$ cat src/rtl/tick_ctrl_pkg.sv
// Shared FSM encodings and prescaler sizing for tick_ctrl.
// Optional debounce filter in btn_filter is enabled by defining TICK_CTRL_DEBOUNCE_EN.
package tick_ctrl_pkg;

    localparam logic [1:0] ST_IDLE  = 2'd0;
    localparam logic [1:0] ST_RUN   = 2'd1;
    localparam logic [1:0] ST_PAUSE = 2'd2;

    typedef enum logic [1:0] {
        IDLE  = ST_IDLE,
        RUN   = ST_RUN,
        PAUSE = ST_PAUSE
    } tick_state_e;

    // ceil(log2(div)), never narrower than one bit.
    function automatic int unsigned pre_width(input int unsigned div);
        return (div <= 2) ? 1 : $clog2(div);
    endfunction

endpackage

$ cat src/rtl/tick_ctrl_if.sv
// Button inputs, timer control outputs and FSM state visibility for tick_ctrl.
interface tick_ctrl_if;

    // No valid/ready handshake here: buttons are raw levels, e and clr are
    // single-cycle pulses, running is a level, state_dbg mirrors the FSM register.
    logic       btn_start;
    logic       btn_stop;
    logic       e;
    logic       running;
    logic       clr;
    logic [1:0] state_dbg;

    modport master (
        output btn_start, btn_stop,
        input  e, running, clr, state_dbg
    );

    modport slave (
        input  btn_start, btn_stop,
        output e, running, clr, state_dbg
    );

endinterface

$ cat src/rtl/tick_ctrl_btn_filter.sv
// Per-button synchronizer, optional debounce filter and rising-edge press detector.
// Filter present only when TICK_CTRL_DEBOUNCE_EN is defined.
module btn_filter #(
    parameter int DB_CYCLES = 4
) (
    input  logic clk,
    input  logic res,
    input  logic btn_raw,
    output logic press
);

    logic [1:0] sync_q, sync_d;
    logic [1:0] prime_q, prime_d;
    logic       prev_q, prev_d;
    logic       arm_q, arm_d;
    logic       level;

`ifdef TICK_CTRL_DEBOUNCE_EN
    localparam int CW = $clog2(DB_CYCLES + 1);

    logic [CW-1:0] cnt_q, cnt_d;
    logic          filt_q, filt_d;

    // Any sample that agrees with the current output restarts the stability count.
    always_comb begin
        cnt_d  = '0;
        filt_d = filt_q;
        if (sync_q[1] != filt_q) begin
            if (cnt_q == CW'(DB_CYCLES - 1)) begin
                filt_d = sync_q[1];
            end else begin
                cnt_d = cnt_q + CW'(1);
            end
        end
    end

    always_ff @(posedge clk) begin
        if (res) begin
            cnt_q  <= '0;
            filt_q <= 1'b0;
        end else begin
            cnt_q  <= cnt_d;
            filt_q <= filt_d;
        end
    end

    assign level = filt_q;
`else
    logic db_unused;
    assign db_unused = (DB_CYCLES > 0);
    assign level     = sync_q[1];
`endif

    // Presses are only armed once the primed synchronizer has seen the button
    // released, so a button held through reset never counts as a press.
    always_comb begin
        sync_d  = {sync_q[0], btn_raw};
        prime_d = {prime_q[0], 1'b1};
        prev_d  = level;
        arm_d   = arm_q | (prime_q[1] & ~sync_q[1]);
    end

    always_ff @(posedge clk) begin
        if (res) begin
            sync_q  <= '0;
            prime_q <= '0;
            prev_q  <= 1'b0;
            arm_q   <= 1'b0;
        end else begin
            sync_q  <= sync_d;
            prime_q <= prime_d;
            prev_q  <= prev_d;
            arm_q   <= arm_d;
        end
    end

    assign press = level & ~prev_q & arm_q;

endmodule

$ cat src/rtl/tick_ctrl.sv
// Start/pause/clear controller producing a prescaled count-enable pulse.
// Button debounce filtering is enabled by defining TICK_CTRL_DEBOUNCE_EN.
module tick_ctrl
    import tick_ctrl_pkg::*;
#(
    parameter int DIV       = 5,
    parameter int DB_CYCLES = 4
) (
    input  logic        clk,
    input  logic        res,
    tick_ctrl_if.slave  bus
);

    localparam int              PW       = pre_width(DIV);
    localparam logic [PW-1:0]   PRE_LAST = PW'(DIV - 1);

    logic          start_p;
    logic          stop_p;
    logic [1:0]    state_q, state_d;
    logic [PW-1:0] pre_q, pre_d;
    logic          clr_q, clr_d;

    btn_filter #(.DB_CYCLES(DB_CYCLES)) u_start (
        .clk     (clk),
        .res     (res),
        .btn_raw (bus.btn_start),
        .press   (start_p)
    );

    btn_filter #(.DB_CYCLES(DB_CYCLES)) u_stop (
        .clk     (clk),
        .res     (res),
        .btn_raw (bus.btn_stop),
        .press   (stop_p)
    );

    // Stop is tested first in every state so a simultaneous start is dropped.
    always_comb begin
        state_d = state_q;
        clr_d   = 1'b0;
        case (state_q)
            ST_IDLE: begin
                if (start_p && !stop_p) state_d = ST_RUN;
            end
            ST_RUN: begin
                if (stop_p) state_d = ST_PAUSE;
            end
            ST_PAUSE: begin
                if (stop_p) begin
                    state_d = ST_IDLE;
                    clr_d   = 1'b1;
                end else if (start_p) begin
                    state_d = ST_RUN;
                end
            end
            default: state_d = ST_IDLE;
        endcase

        pre_d = pre_q;
        if (state_q == ST_RUN) begin
            pre_d = (pre_q == PRE_LAST) ? '0 : pre_q + PW'(1);
        end
        if (state_d == ST_IDLE) begin
            pre_d = '0;
        end
    end

    always_ff @(posedge clk) begin
        if (res) begin
            state_q <= ST_IDLE;
            pre_q   <= '0;
            clr_q   <= 1'b0;
        end else begin
            state_q <= state_d;
            pre_q   <= pre_d;
            clr_q   <= clr_d;
        end
    end

    assign bus.e         = (state_q == ST_RUN) && (pre_q == PRE_LAST);
    assign bus.running   = (state_q == ST_RUN);
    assign bus.clr       = clr_q;
    assign bus.state_dbg = state_q;

endmodule

$ cat src/flat_wrapper.sv
// flat-port wrapper written by rule: the top's interface ports become plain ports
module tick_ctrl_flat import tick_ctrl_pkg::*;
#(
    parameter int DIV       = 5,
    parameter int DB_CYCLES = 4
)
  (clk, res, bus_btn_start, bus_btn_stop, bus_e, bus_running, bus_clr, bus_state_dbg);
  tick_ctrl_if bus_i ();
  input  logic clk;
  input  logic res;
  input wire logic [$bits(bus_i.btn_start)-1:0] bus_btn_start;
  input wire logic [$bits(bus_i.btn_stop)-1:0] bus_btn_stop;
  output wire logic [$bits(bus_i.e)-1:0] bus_e;
  output wire logic [$bits(bus_i.running)-1:0] bus_running;
  output wire logic [$bits(bus_i.clr)-1:0] bus_clr;
  output wire logic [$bits(bus_i.state_dbg)-1:0] bus_state_dbg;
  assign bus_i.btn_start = bus_btn_start;
  assign bus_i.btn_stop = bus_btn_stop;
  assign bus_e = bus_i.e;
  assign bus_running = bus_i.running;
  assign bus_clr = bus_i.clr;
  assign bus_state_dbg = bus_i.state_dbg;
  tick_ctrl #(.DIV(DIV), .DB_CYCLES(DB_CYCLES)) u_core (.clk(clk), .res(res), .bus(bus_i));
endmodule
$ cat config.mk
export PLATFORM = sky130hd
export DESIGN_NAME = tick_ctrl_flat
export DESIGN_NICKNAME = d
export VERILOG_FILES = /design/src/rtl/tick_ctrl_pkg.sv /design/src/rtl/tick_ctrl_if.sv /design/src/rtl/tick_ctrl_btn_filter.sv /design/src/rtl/tick_ctrl.sv /design/src/flat_wrapper.sv
export SDC_FILE = /design/constraint.sdc
export NUM_CORES = 1
export LEC_CHECK = 0
export CORE_MARGIN = 2
export CORE_UTILIZATION = 40
export CTS_CLUSTER_DIAMETER = 50
export DETAILED_ROUTE_END_ITERATION = 6
export SYNTH_ARGS = -nofsm -noshare
export SYNTH_HDL_FRONTEND = slang
export SYNTH_HIERARCHICAL = 1
export SYNTH_SLANG_ARGS = --single-unit
$ cat constraint.sdc
create_clock -name clk -period 1.4 [get_ports clk]
set_input_delay 0.14 -clock clk [delete_from_list [all_inputs] [get_ports clk]]
set_output_delay 0.14 -clock clk [all_outputs]
set_load 0.05 [all_outputs]
Word level (Yosys, flattened, before mapping)
Cells that the tools add are included.
{"block": "op_classes", "bitwise": 13, "addsub": 1, "n_reduce_logical": 7, "n_mux": 9, "n_eq_ne": 3}
{"operator": "2-bit two-way mux", "n": 4}
{"operator": "1-bit bitwise AND", "n": 6}
{"operator": "2-bit one-hot mux with 3 select lines", "n": 1}
{"operator": "1-bit NOT", "n": 5}
{"operator": "2-bit logical NOT", "n": 2}
{"operator": "2-bit OR reduction", "n": 2}
{"operator": "3-bit by 1-bit adder with 3-bit output, second input constant", "n": 1}
{"operator": "3-bit == test, second input constant", "n": 1}
{"operator": "1-bit two-way mux", "n": 3}
{"operator": "3-bit two-way mux", "n": 1}
{"operator": "2-bit by 1-bit == test with 1-bit output, second input constant", "n": 1}
{"operator": "2-bit == test, second input constant", "n": 1}
{"operator": "1-bit logical AND", "n": 2}
{"operator": "1-bit bitwise OR", "n": 2}
{"operator": "1-bit logical NOT", "n": 1}
{"block": "word_totals", "output_inout_bits": 5, "input_bits": 4, "register_bits": 18, "wordCells": 46}

Depth between registers and ports, before layout
Gate-level depths: netlist of run 1.
{"block": "logic_depth", "word_depth": 9, "depth_mapped": 5, "mapped_depth_nobuf": 5}

Modules after synthesis
The synthesis of run 1 kept the hierarchy.
{"mod": "btn_filter", "instances": 2, "area_per_inst_um2": 180.2, "cells_each": 15, "seq_area_each_um2": 120.1}
{"mod": "tick_ctrl", "instances": 1, "area_per_inst_um2": 309.0, "cells_each": 31, "seq_area_each_um2": 120.1}

Worst setup path after synthesis of run 1
No wires, ideal clock.
{"block": "synth_timing", "kind": "flip-flop to output port", "from": "reg u_core.state_q[0], in the netlist u_core/bus.state_dbg[0]", "to": "out bus_e", "n_path_buf": 0, "setup_slack_ns": -0.245, "arrival_ns": 1.505, "required_time_ns": 1.260, "path_stages_with_launch": 4, "path_cell_list": "dfxtp_1 > nand2b_2 > clkinv_4 > and3_1"}
{"block": "synth_via", "elab_chain_cells": 2}
{"element": "start: declaration", "line_no": "tick_ctrl.sv:19", "text": "logic [1:0] state_q, state_d;"}
{"element": "start signal: assignment", "line_no": "tick_ctrl.sv:74", "text": "state_q <= state_d;"}
{"element": "2-bit by 1-bit == test with 1-bit output"}
{"element": "via bus_running", "line_no": "flat_wrapper.sv:14", "text": "output wire logic [$bits(bus_i.running)-1:0] bus_running;"}
{"element": "1-bit logical AND", "line_no": "tick_ctrl.sv:80", "text": "assign bus.e = (state_q == ST_RUN) && (pre_q == PRE_LAST);"}
{"element": "end: declaration", "line_no": "flat_wrapper.sv:13", "text": "output wire logic [$bits(bus_i.e)-1:0] bus_e;"}
The timed path passes the listed nets, and every way through them passes these cells.

Final worst setup path of run 1
{"block": "layout_timing", "from": "reg u_core.pre_q[0]", "to": "out bus_e"}
{"block": "layout_via", "elab_chain_cells": 2}
{"element": "start: declaration", "line_no": "tick_ctrl.sv:20", "text": "logic [PW-1:0] pre_q, pre_d;"}
{"element": "start signal: assignment", "line_no": "tick_ctrl.sv:75", "text": "pre_q <= pre_d;"}
{"element": "3-bit == test", "line_no": "tick_ctrl.sv:80"}
{"element": "1-bit logical AND", "line_no": "tick_ctrl.sv:80"}
No other way between the ends.

==> results.cfg, run 1 <==
[outcome]
status = finished, final reports clean

[die]
die_h_um = 44.9
die_x_um = 44.9
num_rows = 14
core_area_mm2 = 0.00154
initial_core_util_pct = 43.4
die_area_mm2 = 0.00202
io_pins = 9

[place]
placedCellCount = 86
io_buffers = 8
dp_slack_ps = 242
placed_area_um2 = 806
gp_congestion = 0.639
dpl.hpwl_um = 649

[timing]
hold_viol = 0
fin_crit_sh_pct = 96.8
maxSlewViolCount = 0
setup_viol = 0
fmax_mhz = 738
max_slew.worst_pin.slew_ps = 328
fin_ws_ps = 44.9
finalSetupTns_ps = 0
period_needed_ps = 1360
whs_ps = 439
finalClockSkew_ps = 0.331
slew_headroom_pct = 78.0

[synthesis]
synth.net_count = 67
ys_types = 20
yosys_warnings = 6
synth.avg_cell_area_um2 = 11.0
syn_inst = 61
synth.yosys.seq_area_share_pct = 53.8
syn_area_um2 = 669
ys_ff_latch = 18

[cells_and_area]
num_antenna_cells = 0
regArea_um2 = 368
final_layout_size_suffix_gt1_share_pct = 41.3
utilization_pct = 58.6
fin_nets = 87
final_cell_mix = dfxtp_1, buf_4, and2b_2
final_cell_area_um2 = 903
multi_input_area_um2 = 292
layoutNonFillerInstCount = 96
layout_commonest_cell = dfxtp_1
synthToLayoutAreaGrowth_pct = 35.0
fill_cells = 149

[global_routing]
overflow = 0
grt_start_max_net_pins = 16
grt_pass1_vias = 393
grtUsageTotal_pct = 11.9
antenna_found_initial = 0
grt_pass1_wl_um = 1600

[drt]
drtAntennaViolNets = 0
wl_per_cell_um = 10.4
dr.pass1.iters = 4
drt-initial-drc-count = 3
vias = 466
remaining_drc_errors = 0
vias_per_cell = 4.85
drt-total-wl_um = 1000

[critical_path]
critical_path.top_delay_family = flip-flops
cp-end-kind = primary output
cp_cell_sequence = inv_1, ha_1, and3_4, buf_12
required_ps = 1260
cpMaxStageDelayCell = dfxtp_2
critPathMaxStageDelay_ps = 340
critPathKind = reg -> out
path_buf_inv = 2
crit_fanout = 3
cp.arrival_ps = 1220
worstSetupStartpointType = flip-flop

[worst_hold_path]
holdCritPathClass = in -> reg

[clock_network]
clockBufferDepth = 2
cts_sinks = 18
htreeDepth = 1
cts_root_buf = clkbuf_4
numCtsBuffers = 3
clk_transition_reported_paths_ps = 100
clk_latency_ps = 290
tritoncts = done

[power_and_ir_drop]
max-vdd-ir-drop_v = 0.000574
p_per_area_mw_per_mm2 = 1000
finalPower_uw = 905
power.leakage_nw = 0.423

[run]
drv_cap = 0
worst paths after layout:
check                      startpoint                  endpoint  slack, ps  cells after the start
max reg2reg           u_core/pre_q[0]           u_core/pre_q[2]        140                      6
min reg2reg  u_core/u_start/sync_q[0]  u_core/u_start/sync_q[1]        460                      1
min                      bus_btn_stop   u_core/u_stop/sync_q[0]        440                      2
max                   u_core/pre_q[0]                     bus_e         40                      4
registers in the layout, summed over array words and instances, names as in the netlist:
| register | cells |
|---|---|
| u_core/bus.state_dbg | 2 |
| u_core/u_start/prime_q | 2 |
| u_core/u_start/arm_q | 1 |
| u_core/pre_q | 3 |
| u_core/bus.clr | 1 |
| u_core/u_stop/sync_q | 2 |
| u_core/u_stop/prime_q | 2 |
| u_core/u_stop/arm_q | 1 |
| u_core/u_start/sync_q | 2 |
| u_core/u_stop/prev_q | 1 |
| u_core/u_start/prev_q | 1 |
kinds of logic after synthesis:
logic type	share of synthesized area (%)
and+or+nand+nor	26.9
DFF	53.8
AOI/OAI and AO/OA	8.41
buffers and inverters	4.11
muxes	2.99
adders and majority gates	3.74
cell usage after synthesis (all sizes together):
| library cell | n | area [um2] |
|---|---|---|
| nor4b | 1 | 8.76 |
| o21ai | 1 | 5.00 |
| clkinv | 1 | 8.76 |
| nand2 | 2 | 7.51 |
| and3 | 1 | 6.26 |
| o31a | 1 | 8.76 |
| a21oi | 3 | 15.0 |
| nor2 | 5 | 18.8 |
| o21a | 2 | 15.0 |
| inv | 5 | 18.8 |
| nor3 | 3 | 15.0 |
| nand3b | 1 | 20.0 |
| nor2b | 2 | 12.5 |
| a211oi | 1 | 12.5 |
| and2b | 8 | 70.1 |
| dfxtp | 18 | 360 |
| ha | 2 | 25.0 |
| mux2i | 2 | 20.0 |
| and4bb | 1 | 12.5 |
| nand2b | 1 | 8.76 |
per-layer routing:
| metal | global-route usage, % | up-vias | part of all wire, % |
|---|---|---|---|
| met1 | 14.0 | 212 | 49 |
| met2 | 17.4 | 11 | 44 |
| met4 | 10.6 | 0 | 3.1 |
| met5 | 0 | - | 0 |
| met3 | 3.60 | 4 | 3.6 |
| li1 | - | 239 | - |
report_power, final:
group / switching [mW] / internal, mW
clock network: 0.159 / 0.159
logic: 0.0225 / 0.0316
registers: 0.00587 / 0.528
total: 0.187 / 0.718
area by class of cell:
cell class              count  area share (%)
repair buffers             15            17.5
inverters                   6            3.32
multi-input cells          37            32.3
flip-flops and latches     18            40.7
well taps                  16            2.22
clock buffers               4            4.02
timing repair:
item | 4_1_cts | 5_1_grt
resized for setup | 5 | 1
endpoints found under the hold margin | 0 | 0
endpoints found under the setup margin | 1 | 1
hold buffers | 0 | 0
buffers inserted | 3 | 3
(Power assumes the default switching activity.)
==> inputs of run 2 (changes only) <==
- SLEW_MARGIN: default -> 30
==> results of run 2 <==
No change in the layout: final DEF, timing and power equal those of run 1.
==> inputs of run 3 (changes only) <==
- CORE_MARGIN: 2 -> default
- TNS_END_PERCENT: default -> 20
==> run 3 against run 2 <==
Compared with the run above:
- design area down 4.2%
- clock-buffer cell count down 1
- clock skew up 2.1 ps
- maximum frequency up 2.2%
- combinational power down 3%
- hold slack better by 12 ps
- global-route usage up 0.17 points
- worst setup slack better by 29 ps
- sequential cell count unchanged
- via count down 5.8%
- final cell count down 4.2%
- clock power down 25%
==> results.cfg, run 3 (synthesized netlist as in run 1, its figures left out) <==
[critical_path]
critical_path.top_delay_family = simple AND/OR/NAND/NOR gates
crit_fanout = 7
critPathMaxStageDelay_ps = 330
critPathKind = reg -> out
cp-end-kind = primary output
cp.arrival_ps = 1190
path_buf_inv = 2
worstSetupStartpointType = flip-flop
cp_cell_sequence = nand2b_4, clkinv_4, and3_4, buf_12
required_ps = 1260
worst-path-stages = 4
cpMaxStageDelayCell = dfxtp_2
worstRegToRegCells = 5

[cells_and_area]
fin_nets = 84
final_layout_size_suffix_gt1_share_pct = 38.2
synthToLayoutAreaGrowth_pct = 29.3
top_register = u_core/pre_q
num_antenna_cells = 0
largest_reg_flops = 3
final_cell_mix = dfxtp_1, and2b_2, buf_4
layout_commonest_cell = dfxtp_1

[clock_network]
htreeDepth = 1
clockBufferDepth = 2
cts_sinks = 18
clk_latency_ps = 280
tritoncts = done
clk_transition_reported_paths_ps = 90
numCtsBuffers = 3
cts_root_buf = clkbuf_4

[run]
drv_cap = 0

[timing]
setup_viol = 0
fmax_mhz = 754
maxSlewViolCount = 0
fin_ws_ps = 73.4
hold_viol = 0
max_slew.worst_pin.slew_ps = 331
period_needed_ps = 1330
fin_crit_sh_pct = 94.8
grt_setup_unrepaired = no
finalSetupTns_ps = 0
slew_headroom_pct = 77.9
finalClockSkew_ps = 2.43

[global_routing]
grt_start_max_net_pins = 17
grt_pass1_wl_um = 1590
antenna_found_initial = 0
grt.met3_usage_pct = 6.38
grt_use_met2_pct = 18.8
overflow = 0
grtUsageTotal_pct = 12.1
use_met1_pct = 13.5
grt_pass1_vias = 404
top_usage_layer = met2

[drt]
drt-initial-drc-count = 8
vias = 439
drt-total-wl_um = 899
wl_per_cell_um = 9.77
drtAntennaViolNets = 0
dr.pass1.iters = 3
vias_per_cell = 4.77
remaining_drc_errors = 0

[die]
die_area_mm2 = 0.00184
core_area_mm2 = 0.00154
die_h_um = 42.9
initial_core_util_pct = 43.4
io_pins = 9
num_rows = 14
die_x_um = 42.9

[power_and_ir_drop]
max-vdd-ir-drop_v = 0.000559
finalPower_uw = 824
power.leakage_nw = 0.396
p_per_area_mw_per_mm2 = 952

[place]
gp_congestion = 0.614
dp_slack_ps = 207
io_buffers = 8
dpl.hpwl_um = 652

[outcome]
status = finished, final reports clean

[worst_hold_path]
whs_path_depth = 2
holdCritPathClass = in -> reg
[run 3: layout make-up]
type | instances | area (um2)
Fill cell | 136 | 676
Sequential cell | 18 | 367
Multi-Input combinational cell | 37 | 294
Timing Repair Buffer | 12 | 135
Inverter | 6 | 27.5
Clock buffer | 3 | 22.5
Tap cell | 16 | 20.0
[run 3: final timing paths]
kind,start,to,slack (ps)
max reg2reg,u_core/u_start/sync_q[1],u_core/pre_q[1],200
max,u_core/bus.state_dbg[1],bus_e,70
min reg2reg,u_core/u_start/sync_q[0],u_core/u_start/sync_q[1],450
min,bus_btn_stop,u_core/u_stop/sync_q[0],450
[run 3: worst reg2reg max path: stages, from the launching register on]
cell and delay, ps:
dfxtp_1 360, nand2_1 60, nor2_1 170, nor2_1 60, o31a_1 290, nor3_1 180
[run 3: through the flow]
| step | util (%) | hold slack, ps | instance area [um2] | std cells |
|---|---|---|---|---|
| 2_1_floorplan | - | 205 | 673 | 61 |
| 3_3_place_gp | 52.3 | 430 | 806 | 86 |
| 3_5_place_dp | 52.3 | 436 | 806 | 86 |
| 4_1_cts | 54.9 | 443 | 846 | 90 |
| 5_1_grt | 56.2 | 441 | 866 | 92 |
| 6_report | 56.2 | 451 | 866 | 92 |
[run 3: timing repair]
item / in CTS / in global routing
hold endpoints to repair: 0 / 0
endpoints found under the setup margin: 1 / 1
resized for setup: 3 / 2
setup buffers: 1 / 2
hold buffers: 0 / 0
[run 3: power by group]
part	internal (mW)	switching, mW	total (mW)
clock	0.0999	0.138	0.238
combinational	0.0307	0.0219	0.0525
sequential	0.528	0.00608	0.534
[run 3: metal layers]
| metal | vias up | share of wire, % |
|---|---|---|
| met5 | - | 0 |
| li1 | 234 | - |
| met4 | 0 | 1.4 |
| met1 | 193 | 49 |
| met2 | 10 | 45 |
| met3 | 2 | 5.1 |
